**src/rtl/sevenseg_scan_driver.sv**
```systemverilog
// Time-multiplexed 4-digit common-anode seven-segment driver.
// Shows hex on digit 3, blank on digit 2, and decimal 00-15 on digits 1..0, snapshotted once per frame.
module sevenseg_scan_driver #(
  parameter int unsigned REFRESH_DIV = 50000,
  parameter int unsigned BLANK_LZ    = 1
) (
  input  logic       clk,
  input  logic       rst,
  input  logic [3:0] bin_i,
  input  logic       en_i,
  output logic [6:0] seg_o,
  output logic       dp_o,
  output logic [3:0] an_o,
  output logic       frame_o
);

  localparam int unsigned CNT_W = (REFRESH_DIV > 2) ? $clog2(REFRESH_DIV) : 1;
  localparam logic [CNT_W-1:0] CNT_LAST = CNT_W'(REFRESH_DIV - 1);

  if (REFRESH_DIV < 2) begin : g_bad_div
    $error("sevenseg_scan_driver: REFRESH_DIV must be 2 or more");
  end

  // Active-high {g..a} glyph for one hex nibble.
  function automatic logic [6:0] glyph(input logic [3:0] d);
    case (d)
      4'h0: glyph = 7'h3F;
      4'h1: glyph = 7'h06;
      4'h2: glyph = 7'h5B;
      4'h3: glyph = 7'h4F;
      4'h4: glyph = 7'h66;
      4'h5: glyph = 7'h6D;
      4'h6: glyph = 7'h7D;
      4'h7: glyph = 7'h07;
      4'h8: glyph = 7'h7F;
      4'h9: glyph = 7'h6F;
      4'hA: glyph = 7'h77;
      4'hB: glyph = 7'h7C;
      4'hC: glyph = 7'h39;
      4'hD: glyph = 7'h5E;
      4'hE: glyph = 7'h79;
      4'hF: glyph = 7'h71;
      default: glyph = 7'h00;
    endcase
  endfunction

  logic [CNT_W-1:0] div_cnt_r;
  logic [1:0]       idx_r;
  logic [3:0]       snap_r;
  logic [6:0]       seg_r;
  logic [3:0]       an_r;
  logic             frame_r;

  logic       wrap_s;
  logic       boundary_s;
  logic       ge10_s;
  logic       blank_s;
  logic [3:0] digit_s;
  logic [6:0] glyph_s;

  // Scan timing and digit content decode from the current snapshot and digit index.
  always_comb begin
    wrap_s     = (div_cnt_r == CNT_LAST);
    boundary_s = wrap_s && (idx_r == 2'd3);
    ge10_s     = (snap_r >= 4'd10);
    digit_s    = 4'd0;
    blank_s    = 1'b0;
    case (idx_r)
      2'd0: digit_s = ge10_s ? (snap_r - 4'd10) : snap_r;
      2'd1: begin
        digit_s = {3'b000, ge10_s};
        blank_s = (BLANK_LZ != 0) && !ge10_s;
      end
      2'd2: blank_s = 1'b1;
      2'd3: digit_s = snap_r;
      default: blank_s = 1'b1;
    endcase
    glyph_s = blank_s ? 7'h00 : glyph(digit_s);
  end

  // Scan counters, per-frame snapshot, and the registered anode/segment pair.
  always_ff @(posedge clk) begin
    if (rst) begin
      div_cnt_r <= '0;
      idx_r     <= 2'd0;
      snap_r    <= 4'd0;
      seg_r     <= 7'h7F;
      an_r      <= 4'hF;
      frame_r   <= 1'b0;
    end else begin
      // idx wraps 3 -> 0 on its own, which is exactly the frame boundary
      if (wrap_s) begin
        div_cnt_r <= '0;
        idx_r     <= idx_r + 2'd1;
      end else begin
        div_cnt_r <= div_cnt_r + CNT_W'(1);
      end
      if (boundary_s) begin
        snap_r <= bin_i;
      end
      frame_r <= boundary_s;
      if (en_i) begin
        an_r  <= ~(4'b0001 << idx_r);
        seg_r <= ~glyph_s;
      end else begin
        an_r  <= 4'hF;
        seg_r <= 7'h7F;
      end
    end
  end

  assign seg_o   = seg_r;
  assign an_o    = an_r;
  assign frame_o = frame_r;
  assign dp_o    = 1'b1;

endmodule
```
**config.mk**
```make
export PLATFORM = sky130hd
export DESIGN_NAME = sevenseg_scan_driver
export DESIGN_NICKNAME = d
export VERILOG_FILES = /design/src/rtl/sevenseg_scan_driver.sv
export SDC_FILE = /design/constraint.sdc
export NUM_CORES = 1
export LEC_CHECK = 0
export CAP_MARGIN = 20
export CORE_ASPECT_RATIO = 1.25
export CORE_MARGIN = 5
export CORE_UTILIZATION = 54
export CTS_CLUSTER_DIAMETER = 60
export CTS_CLUSTER_SIZE = 12
export DETAILED_ROUTE_END_ITERATION = 10
export DONT_BUFFER_PORTS = 1
export PLACE_DENSITY = 0.72
export RECOVER_POWER = 50
export SLEW_MARGIN = 20
export SYNTH_ARGS = -nofsm -noshare
export SYNTH_HDL_FRONTEND = slang
export SYNTH_SLANG_ARGS = --single-unit
```
**constraint.sdc**
```tcl
create_clock -name clk -period 2.5 [get_ports clk]
set_input_delay 0 -clock clk [delete_from_list [all_inputs] [get_ports clk]]
set_output_delay 0 -clock clk [all_outputs]
set_load 0.005 [all_outputs]
```
======== Yosys cells after proc, flatten, opt, wreduce, memory -nomap -nowiden ========
Memory sizes are Yosys's and may differ from the RTL's.
Cells that the tools add are included.
word-level totals
  input port bits ......................... 7
  bits in latches ......................... 0
  logic and storage cells ................. 28
  output and inout bits ................... 13
  memories ................................ 1
  ROM bits ................................ 112
  memory bits (writable) .................. 0
  register bits ........................... 34
memories
  name             depth  width  rd ports  clocked after Yosys merged registers in  wr ports  line  source
  (no name shown)  16     7      1         0                                        0         26    case (d)
cells by class
  reductions and logical operators ........ 5
  magnitude comparators ................... 1
  multipliers ............................. 0
  divide/modulo/power cells ............... 0
  muxes and demuxes ....................... 4
  bitwise operators ....................... 3
  add/subtract/negate cells ............... 3
  shift operators ......................... 1
  equality and inequality tests ........... 4
operator list
  cell                                                                    count
  16-bit by 1-bit adder with 16-bit output (second input constant)        1
  16-bit equality test (second input constant)                            1
  4-bit case mux with 3 select lines                                      1
  7-bit 2-to-1 mux                                                        1
  7-bit NOT                                                               1
  2-bit equality test (second input constant)                             2
  4-bit greater-or-equal comparator (second input constant)               1
  4-bit 2-to-1 mux                                                        1
  4-bit NOT                                                               1
  2-bit OR reduction                                                      2
  1-bit by 2-bit left shift with 4-bit output (first input constant)      1
  4-bit subtractor (second input constant)                                1
  2-bit by 1-bit adder with 2-bit output (second input constant)          1
  2-bit by 1-bit equality test with 1-bit output (second input constant)  1
  2-bit zero test                                                         1
  1-bit case mux with 2 select lines                                      1
  1-bit logical AND                                                       1
  1-bit zero test                                                         1
  1-bit NOT                                                               1

======== Depth between registers and ports, before layout ========
An unclocked memory read counts as a cell.
  depth after elaboration ................. 6
  gate-level depth with buffers ........... 10
  gate-level depth less buffers ........... 10

======== Least setup slack after synthesis ========
Ideal clock, no wire load.
  path kind ............................... flip-flop to flip-flop
  start ................................... register idx_r[0]
  end ..................................... register seg_r[3] (netlist: seg_o[3])
  path slack .............................. 0.149 ns
  stages on the path, launching flop included .. 11
  setup time .............................. 0.137 ns
  data required time ...................... 2.363 ns
  path buffers ............................ 0
  clock period less this slack ............ 2.351 ns
  data arrival time ....................... 2.214 ns
  cells stage by stage .................... dfxtp_1 -> inv_1 -> ha_1 -> or2_2 -> a32o_1 -> nand2b_1 -> inv_1 -> ha_1 -> or3_1 -> a31oi_1 -> o21ai_1
between the ends
  cells in the longest elaborated chain, start to end .. 5
  elaborated cells on any way between the ends .. 9
  classes of those cells .................. 3 x eq/ne; 3 x mux; 1 x bitwise; 1 x reduce/logical; 1 x memory
RTL lines
  what                                               line  source
  from (decl)                                        48    logic [1:0] idx_r;
  from (signal assigned)                             94    idx_r <= idx_r + 2'd1;
  2-bit equality test, or another cell as far along  68    case (idx_r)
  4-bit case mux with 3 select lines                 68
  memory 16 x 7 bit                                  --
  7-bit 2-to-1 mux (*)                               78    glyph_s = blank_s ? 7'h00 : glyph(digit_s);
  7-bit NOT (*)                                      104   seg_r <= ~glyph_s;
  to (signal assigned)                               104
  to (decl)                                          50    logic [6:0] seg_r;
Mark *: on every way between the ends. The rest lies on a longest branch, timed or not.
A chain may end at the register's enable or synchronous reset.

======== Worst setup path after layout ========
  start ................................... register idx_r[1]
  end ..................................... register seg_r[3] (netlist: seg_o[3])
The elaborated chain is that of the path after synthesis.

==> impl_metrics.toml <==
[clock_network]
clkSinkCount = 34
htree_levels = 2
clk_path_buf_depth = 2
cts_inserted_buffers = 5
clockRootBuffer = "clkbuf_8"
insertion_delay_ns = 0.29
tritoncts = "yes"
path_clk_slew_ns = 0.07

[sta]
finalCriticalPeriod_ns = 2.41
setup_slack_ns = 0.0900
worst_slew_pin_slew_ns = 0.826
rsz0062_at_grt = "false"
fin_tns_setup_ns = 0
max_slew_margin_pct = 44.9
setup_viol = 0
fin_hold_ws_ns = 0.269
drv_slew = 0
final.period_utilization_pct = 96.4
hold_viol = 0
fmax_mhz = 415
skew_ns = 0.00719

[worst_setup_path]
worstReg2RegEnd = "seg_o[3]$_SDFF_PP1_"
crit_buf_inv = 2
end_kind = "flop"
critPathRequiredTime_ns = 2.65
ff2ff_path_depth = 10
startpoint_type = "flop"
arrival_ns = 2.56
worstSetupPathType = "reg -> reg"
cp_cell_sequence = "inv_1 > ha_4 > or2_2 > a32o_1 > nand2b_1 > inv_1 > ha_1 > or3_1 > a31oi_1 > o21ai_1"
crit_family = "simple AND/OR/NAND/NOR gates"
reg2reg_from = "idx_r[1]$_SDFFE_PP0N_"
cp_max_fo = 6
crit_slowest_cell = "or3_1"
cp_common_cell = "inv_1"
reg2reg_setup_slack_ns = 0.09
cpPeakStageDelay_ns = 0.38

[yosys]
syn_nets = 210
yosys.area.top_type = "dfxtp_1"
yosys.area_share.adder_pct = 9.33
synth.area.top_cells = "dfxtp_1 39%, ha_1 9.3%, nor2_1 6.2%"
yosysUniqueCellTypes = 45
synthArstFlopShare_pct = 0
synth_xor_area_share_pct = 8.03
synth_edf_count = 0
synth_simple_gate_area_share_pct = 24.0
ys_ff_latch = 34
netlist_area_sq_um = 1740
synth_top_area_share_pct = 39.0
synth_mux_area_share_pct = 4.02
synth_top_family_by_area = "simple AND/OR/NAND/NOR gates"
yosys_warnings = 0
avgSynthCellArea_sq_um = 9.18
yosys_most_used_dff = "dfxtp_1"
synth_compound_area_share_pct = 9.25
synth_cells = 190
yosysSeqAreaShare_pct = 39.0

[cells_and_area]
final_common_cell = "dfxtp_1"
drive_gt1_share_pct = 11.2
num_antenna_cells = 0
final-seq-area_sq_um = 686
fillers = 269
final_cell_mix = "32 x dfxtp_1, 29 x nor2_1, 11 x nand2_1, 11 x ha_1, 10 x inv_1"
final_nets = 216
multi_input_area_sq_um = 971
syn_to_final_growth_pct = 9.76

[global_route]
grt_pass1_wl_um = 5380
gr-total-overflow = 0
grt_usage_pct = 16.0
grt_max_degree = 16
grt_pass1_vias = 1280
antenna_found_initial = 0

[worst_hold_path]
whs_path_depth = 2
hold_end = "div_cnt_r[1]$_SDFF_PP0_"
min_path_type = "in -> reg"
hold_path.startpoint = "rst"

[drt]
vias = 1303
dr.pass1.iters = 4
antenna_left = 0
dr.first_iter.drc_count = 54
drcViolationCount = 0
viasPerCell = 5.57
wirelength_um = 3220
wl_per_cell_um = 13.8

[floorplanning]
fp-row-count = 23
coreArea_sq_um = 3170
dieArea_sq_um = 4470
start_util_pct = 55.1
die_w_um = 60.8
die_y_um = 73.5
io_pins = 20

[job]
max_cap_violations = 0

[placement]
pre_cts_ws_ns = 0.00825
gp_congestion = 0.814
io_buffers = 0
hpwlAfterDp_um = 2330

[power]
irDropWorstVdd_uv = 597
leakagePower_nw = 0.772
power_density_nw_per_um2 = 522

[outcome]
status = "completed"
-- power by group --
| group | internal (mW) | total [mW] | switching (mW) |
|---|---|---|---|
| Combinational | 0.0124 | 0.0267 | 0.0143 |
| Sequential | 0.551 | 0.557 | 0.00644 |
| Clock | 0.221 | 0.416 | 0.195 |
| Total | 0.784 | 1.00 | 0.216 |
-- synth_stat cells, types with 4 or more instances --
master	instances
xor2_1	8
mux2i_1	7
ha_1	13
nand2b_1	4
dfxtp_1	34
inv_1	11
nor2b_1	4
nor2_1	29
nand3_1	7
nand2_1	11
nand4_1	4
xnor2_1	8
-- how the worst max path moves through the flow --
stage	from	end	slack (ns)	cells past startpoint
3_5_place_dp	idx_r[0]$_SDFFE_PP0N_	seg_o[3]$_SDFF_PP1_	0.008	10
3_3_place_gp	idx_r[0]$_SDFFE_PP0N_	seg_o[3]$_SDFF_PP1_	0.15	10
5_1_grt	idx_r[1]$_SDFFE_PP0N_	seg_o[3]$_SDFF_PP1_	0.01	10
6_report	idx_r[1]$_SDFFE_PP0N_	seg_o[3]$_SDFF_PP1_	0.09	10
2_1_floorplan	idx_r[0]$_SDFFE_PP0N_	seg_o[3]$_SDFF_PP1_	0.15	10
4_1_cts	idx_r[0]$_SDFFE_PP0N_	seg_o[3]$_SDFF_PP1_	0.04	10
-- per-layer routing --
layer	track usage (%)	wire [um]
met1	16.2	1290
met2	28.1	1710
met3	4.57	146
met4	9.88	80
met5	0	0
-- worst reg2reg max path: stages, from the launching register on --
cell	delay (ns)
dfxtp_4	0.37
inv_1	0.08
ha_4	0.18
or2_2	0.31
a32o_1	0.24
nand2b_1	0.10
inv_1	0.06
ha_1	0.25
or3_1	0.38
a31oi_1	0.23
o21ai_1	0.08
-- timing repair --
action | CTS | global route
endpoints found under the hold margin | 12 | 0
buffers inserted | 0 | 0
gates resized for setup | 1 | 6
cloned | 0 | 0
pin swaps | 0 | 1
endpoints found under the setup margin | 1 | 2
hold buffers | 6 | 0
-- flip-flops by register name, indices dropped and copies added, names as in the netlist --
| register | count |
|---|---|
| frame_o | 1 |
| snap_r | 4 |
| seg_o | 7 |
| idx_r | 2 |
| div_cnt_r | 16 |
| an_o | 4 |
-- cell families (layout without fill, tap and decap cells) --
kind of cell | Yosys count | in the layout
AND/OR/NAND/NOR | 78 | 78
XOR/XNOR | 16 | 16
buffers and inverters | 20 | 27
flip-flops | 34 | 34
other | 1 | 1
AO/OA/AOI/OAI | 21 | 21
adder cells (fa/ha/maj) | 13 | 13
multiplexers | 7 | 7
-- metrics by stage --
stage / cells / cell area [sq um] / power, mW / util, %
6_report: 234 / 1910 / 1.00 / 60.5
5_1_grt: 234 / 1910 / 1.05 / 60.5
4_1_cts: 234 / 1900 / 1.02 / 59.9
3_5_place_dp: 220 / 1740 / 0.590 / 54.9
3_3_place_gp: 220 / 1740 / 0.588 / 54.9
2_1_floorplan: 190 / 1740 / 0.588 / -
-- final cells by class --
type                            instances  area share, %
Multi-Input combinational cell        136           50.7
Sequential cell                        34           35.8
Clock buffer                            6           4.31
Timing Repair Buffer                    8           3.92
Tap cell                               37           2.42
Inverter                               11           2.16
Clock inverter                          2          0.654
No activity file was read; power rests on OpenSTA's default activity.
